## src/rtl/input_queue_reader_pkg.sv

```systemverilog
// rtl/input_queue_reader_pkg.sv - shared network constants for the input queue reader
package input_queue_reader_pkg;

    localparam int INPUT_LAYER_NODES = 784;
    localparam int PIXEL_INDEX_WIDTH = 10;

    localparam logic TRUE  = 1'b1;
    localparam logic FALSE = 1'b0;

endpackage

```

## src/rtl/input_queue_reader.sv

```systemverilog
// rtl/input_queue_reader.sv - drains the pixel index queue and hands indices downstream
module input_queue_reader
    import input_queue_reader_pkg::*;
#(
    parameter int MAX_READS   = INPUT_LAYER_NODES,
    parameter int INDEX_WIDTH = PIXEL_INDEX_WIDTH
) (
    input  logic                   clk,
    input  logic                   reset,
    input  logic                   start,
    input  logic [INDEX_WIDTH-1:0] queue_index,
    input  logic                   queue_empty,
    output logic                   dequeue,
    output logic [INDEX_WIDTH-1:0] index_out,
    output logic                   index_valid,
    input  logic                   index_ready,
    output logic                   busy,
    output logic                   done,
    output logic [INDEX_WIDTH-1:0] read_count
);

    localparam logic [2:0] S_IDLE    = 3'd0;
    localparam logic [2:0] S_DQ_HIGH = 3'd1;
    localparam logic [2:0] S_DQ_LOW  = 3'd2;
    localparam logic [2:0] S_PRESENT = 3'd3;
    localparam logic [2:0] S_DONE    = 3'd4;

    localparam logic [INDEX_WIDTH-1:0] LAST_COUNT = INDEX_WIDTH'(MAX_READS - 1);

    logic [2:0]             state_q, state_d;
    logic [INDEX_WIDTH-1:0] index_q, index_d;
    logic [INDEX_WIDTH-1:0] count_q, count_d;
    logic                   valid_q, valid_d;
    logic                   last_q, last_d;
    logic                   dequeue_q, dequeue_d;
    logic                   busy_q, busy_d;
    logic                   done_q, done_d;
    logic                   handshake;

    assign handshake = valid_q && index_ready;

    always_ff @(posedge clk) begin
        if (!reset) begin
            state_q   <= S_IDLE;
            index_q   <= '0;
            count_q   <= '0;
            valid_q   <= FALSE;
            last_q    <= FALSE;
            dequeue_q <= FALSE;
            busy_q    <= FALSE;
            done_q    <= FALSE;
        end else begin
            state_q   <= state_d;
            index_q   <= index_d;
            count_q   <= count_d;
            valid_q   <= valid_d;
            last_q    <= last_d;
            dequeue_q <= dequeue_d;
            busy_q    <= busy_d;
            done_q    <= done_d;
        end
    end

    always_comb begin
        state_d = state_q;
        case (state_q)
            S_IDLE:    if (start) state_d = queue_empty ? S_DONE : S_DQ_HIGH;
            S_DQ_HIGH: state_d = S_DQ_LOW;
            S_DQ_LOW:  state_d = S_PRESENT;
            S_PRESENT: begin
                if (handshake) begin
                    state_d = (last_q || count_q == LAST_COUNT) ? S_DONE : S_DQ_HIGH;
                end
            end
            S_DONE:    state_d = S_DONE;
            default:   state_d = S_IDLE;
        endcase
    end

    // Status strobes are decoded from the next state so they are registered yet aligned with it.
    always_comb begin
        index_d   = index_q;
        count_d   = count_q;
        valid_d   = valid_q;
        last_d    = last_q;
        dequeue_d = (state_d == S_DQ_HIGH);
        busy_d    = (state_d == S_DQ_HIGH) || (state_d == S_DQ_LOW) || (state_d == S_PRESENT);
        done_d    = (state_d == S_DONE);
        if (state_q == S_DQ_LOW) begin
            index_d = queue_index;
            valid_d = TRUE;
            last_d  = queue_empty;
        end
        if (state_q == S_PRESENT && handshake) begin
            valid_d = FALSE;
            count_d = count_q + 1'b1;
        end
    end

    assign dequeue     = dequeue_q;
    assign index_out   = index_q;
    assign index_valid = valid_q;
    assign busy        = busy_q;
    assign done        = done_q;
    assign read_count  = count_q;

endmodule
```

## config.mk

```make
export PLATFORM = sky130hd
export DESIGN_NAME = input_queue_reader
export DESIGN_NICKNAME = d
export VERILOG_FILES = /design/src/rtl/input_queue_reader_pkg.sv /design/src/rtl/input_queue_reader.sv
export SDC_FILE = /design/constraint.sdc
export NUM_CORES = 1
export LEC_CHECK = 0
export CORE_ASPECT_RATIO = 0.8
export CORE_MARGIN = 2
export CORE_UTILIZATION = 40
export CTS_CLUSTER_DIAMETER = 200
export DETAILED_ROUTE_END_ITERATION = 10
export GPL_TIMING_DRIVEN = 0
export PLACE_DENSITY = 0.72
export REMOVE_ABC_BUFFERS = 1
export SYNTH_ARGS = -nofsm -noshare
export SYNTH_HDL_FRONTEND = slang
export SYNTH_SLANG_ARGS = --single-unit
```

## constraint.sdc

```tcl
create_clock -name clk -period 2.4 [get_ports clk]
set_clock_uncertainty 0.1 [all_clocks]
set_input_delay 0.6 -clock clk [delete_from_list [all_inputs] [get_ports clk]]
set_output_delay 0.6 -clock clk [all_outputs]
set_load 0.01 [all_outputs]
```

### Word level (Yosys, flattened, before mapping)

Index checks and enable logic that the tools add are counted.
Widths: inputs -> output; s select.

| storage, ports and cells | value |
|---|---|
| register bits | 28 |
| input port bits | 15 |
| logic and storage cells | 31 |

| operators by class | value |
|---|---|
| $add $sub $neg | 1 |
| equal/unequal tests | 9 |
| muxes and demuxes | 5 |
| bitwise operators | 1 |
| reduce and logical (&&, ||, !) cells | 7 |

Operators with widths:

| cell | count |
|---|---|
| $pmux 3 s5 | 1 |
| $eq 3x2->1 const B | 4 |
| $mux 3 | 4 |
| $add 10x1->10 const B | 1 |
| $eq 10x10->1 const B | 1 |
| $eq 3x1->1 const B | 2 |
| $eq 3x3->1 const B | 2 |
| $logic_not 3->1 | 1 |
| $logic_or 1x1->1 | 3 |
| $logic_and 1x1->1 | 2 |
| $reduce_or 2->1 | 1 |
| $not 1->1 | 1 |

### Depth between registers and ports, before layout

| logic depth | value |
|---|---|
| depth after elaboration | 8 |
| mapped depth | 6 |
| gate-level depth less buffers | 5 |

### Worst setup path before layout

OpenSTA, ideal clock, no wires.

| timing path | value |
|---|---|
| kind | register to register |
| from | register count_q[4], in the netlist read_count[4] |
| to | register busy_q, in the netlist busy |
| library setup time | 0.116 ns |
| data arrival time | 1.437 ns |
| required time | 2.184 ns |
| slack | 0.747 ns |
| stages on the path, launching flop included | 5 |
| path buffers | 0 |
| path through | dfxtp_1 -> or4_4 -> o31ai_4 -> a21oi_2 -> o211a_1 |

| between the ends | value |
|---|---|
| cells in the longest elaborated chain, start to end | 8 |
| elaborated cells on any way between the ends | 10 |
| classes of those cells | eq/ne: 4; mux: 3; reduce/logical: 3 |

Ends and longest elaborated chain:

| what | RTL line | text |
|---|---|---|
| start: declaration | input_queue_reader.sv:32 | `logic [INDEX_WIDTH-1:0] count_q, count_d;` |
| start signal: assignment | input_queue_reader.sv:55 | `count_q <= count_d;` |
| $eq 10x10->1 (*) | input_queue_reader.sv:72 | `state_d = (last_q \|\| count_q == LAST_COUNT) ? S_DONE : S_DQ_HIGH;` |
| $logic_or 1x1->1 (*) | input_queue_reader.sv:72 |  |
| $mux 3 (*) | input_queue_reader.sv:72 |  |
| $mux 3 (*) | input_queue_reader.sv:71 | `if (handshake) begin` |
| $pmux 3 s5 (*) | input_queue_reader.sv:66 | `case (state_q)` |
| $eq 3x1->1 / $eq 3x2->1 (equally long branches) | input_queue_reader.sv:87 | `busy_d = (state_d == S_DQ_HIGH) \|\| (state_d == S_DQ_LOW) \|\| (state_d == S_PRESENT);` |
| $logic_or 1x1->1 | input_queue_reader.sv:87 |  |
| $logic_or 1x1->1 (*) | input_queue_reader.sv:87 |  |
| end signal: assignment | input_queue_reader.sv:59 | `busy_q <= busy_d;` |
| end: declaration | input_queue_reader.sv:36 | `logic busy_q, busy_d;` |

Mark *: on every way between the ends. The rest lies on a longest branch, timed or not.
A chain may end at the register's enable or synchronous reset.

### Worst setup path in the final report

| timing path | value |
|---|---|
| from | register count_q[5], in the netlist read_count[5] |
| to | output read_count[5] |

RTL lines:

| what | RTL line | text |
|---|---|---|
| end: declaration | input_queue_reader.sv:19 | `output logic [INDEX_WIDTH-1:0] read_count` |

No word-level cell between the ends.

==> reports/qor.txt <==
Setup CP Type: flop to output pin
Number of synthesized flops with an enable pin: 0
Grt total ovfl: 0
WL met1: 1130 µm
Fin crit share: 0.876
Layout Nets: 185
Asr flop ratio synth: 0
Critical path buffers and inverters: 1
Met2 Wirelength: 1220 µm
Clk slew on worst S/H paths: 0.15 ns
DR pass1 iterations: 4
Hold path depth: 2
Sequential area share after synthesis: 0.492
Most area-consuming cells after synthesis: dfxtp_1 (49%), a21oi_1 (7.0%), o21ai_0 (6.6%)
Core Area: 2740 µm²
Design area: 1580 µm²
Setup-violating endpoint count in the final report: 0
Max-slew violations: 0
Yosys top cell by area: dfxtp_1
Share of cells above drive strength 1: 0.0536
# resized after CTS: 0
Synth cell count leaders: dfxtp_1 (28), a21oi_1 (16), nand2_1 (15), o21ai_0 (15), nor2_1 (13)
Synth Instances: 132
Initial antenna violation count: 0
Die W: 63.7 µm
Initial Util: 0.415
Port bufs: 38
GRT Total Usage: 0.162
Switching power share of the total: 0.239
Hold endpoint: index_out[4]
Mapped Area: 1140 µm²
Top cell type's share of synthesized area: 0.492
Layout fillers: 256
R2R Setup Slk: 0.51 ns
Maximum VDD drop: 0.000374 V
Clk_lat worst skew: 0.32 ns
Detailed placement HPWL: 1820 µm
CP cell instances: clkdlybuf4s50_1
DR iter-0 viols: 31
Crit end category: output pin
Fmax: 475 MHz
Final min period: 2.10 ns
Setup bufs post-CTS: 0
Most common cell in the netlist: dfxtp_1
Crit-path leading delay family: buffers and inverters
Residual DRC: 0
Critical Path Source: read_count[5]
Vias in the first global route: 988
Switching pwr: 200 µW
Status: finished, final reports clean
Final Hold Fails: 0
CTS H-tree lvls: 1
Setup TNS: 0 ns
Leakage power: 0.000528 µW
Max-slew headroom: 0.513
Maxcap violations: 0
Hold Path Class: flop to flop
Reg-to-reg critical path endpoint: index_valid
Vias per cell: 4.93
DRT antenna net count: 0
Final core occ: 0.576
Startpoint types: flop
HP Start: index_out[4]
Top fanout value on the critical path: 7
Largest net degree at the start of global routing: 24
Post-CTS Hold Buffers: 0
Ys flop type: dfxtp_1
CP max stage delay: 0.59 ns
PwrDens: 529 nW/µm²
RSZ-0062 raised after global routing: false
First-pass GRT wire length: 4170 µm
CTS Buf Count: 3
YS warnings: 0
CTS root buf: clkbuf_4
Clock sink count: 28
Slowest-stage cell, CP: clkdlybuf4s50_1
DR WL/cell: 12.0 µm
Sequential power share: 0.595
Die Height: 51.7 µm
WP data arrival: 1.40 ns
Die area: 3290 µm²
Area growth from synthesis to layout: 38.8%
CTS Buffer Depth: 2
R2R cell count: 4
Placed Instance Area: 1540 µm²
Comb pwr share: 0.133
Row count: 17
Routability congestion estimate: 0.757
Vias: 1016
Max Used Layer: met4
Total length of routed wires: 2460 µm
Antenna cells: 0
Synthesized flop and latch total: 28
WL met3: 100 µm
Worst-Margin Slew: 0.728 ns
Avg Inst Size Synth: 8.63 µm²
Part of the power in the clock network: 0.272
Synth cell types: 29
Data required, critical path: 1.70 ns
TritonCTS clock tree: done
I/O pins: 39
Int Power: 636 µW
Critical R2R Launch: state_q[2]
## stage by stage
step,hold slack [ns],instances,total power (µW),setup WS [ns]
after floorplan,0.354,126,554,0.747
after global placement,0.359,202,617,0.186
after detailed placement,0.371,202,620,0.164
after CTS,0.390,206,845,0.288
after global routing,0.414,206,879,0.226
final,0.386,206,836,0.296
## routing by layer
metal	up-vias	track usage
met5	-	0
met3	2	0.0541
li1	540	-
met4	0	0.0326
met1	455	0.191
met2	19	0.291
## cells by family after synthesis
family | count (synthesis) | synth area share
compound gates | 37 | 0.192
xor+xnor | 6 | 0.0462
fa+ha+maj | 1 | 0.0110
buf+inv | 8 | 0.0264
flops | 28 | 0.492
simple gates | 52 | 0.232
## registers in the layout (all words and copies together) (netlist names)
| signal | count |
|---|---|
| busy | 1 |
| read_count | 10 |
| last_q | 1 |
| index_out | 10 |
| index_valid | 1 |
| dequeue | 1 |
| done | 1 |
| state_q | 3 |
## power by group through the flow
stage	combinational, µW	sequential [µW]	clock, µW
global route	122	501	256
CTS	113	498	235
finish	111	498	227
global placement	110	507	0
floorplan	42.6	512	0
detailed placement	112	508	0
## cells in the final DEF (no fill, tap or decap), types with 2 or more instances in the layout
| master | instances |
|---|---|
| nor2_1 | 13 |
| xnor2_1 | 4 |
| clkbuf_4 | 3 |
| nand2_1 | 15 |
| and2_1 | 2 |
| a21oi_2 | 2 |
| nor3_1 | 3 |
| o21ai_0 | 15 |
| clkdlybuf4s50_1 | 38 |
| dfxtp_1 | 28 |
| nand4_1 | 2 |
| xor2_1 | 2 |
| inv_1 | 2 |
| or3_1 | 2 |
| nand3_1 | 6 |
| a21oi_1 | 16 |
## cell type report
type / instances / area [µm²] / area share
multi-input cells: 96 / 548 / 0.347
flip-flops and latches: 28 / 561 / 0.355
inverters: 2 / 7.51 / 0.00475
clock buffers: 4 / 36.3 / 0.0230
well taps: 38 / 47.5 / 0.0301
repair buffers: 38 / 380 / 0.241
## worst max-delay path by stage
stage                         end  slack (ns)  depth (start not counted)
floorplan                    busy        0.75                          4
global placement    read_count[9]        0.19                          5
detailed placement  read_count[9]        0.16                          5
CTS                 read_count[5]        0.29                          1
global route        read_count[5]        0.23                          1
finish              read_count[5]        0.30                          1
(Power assumes the default switching activity.)
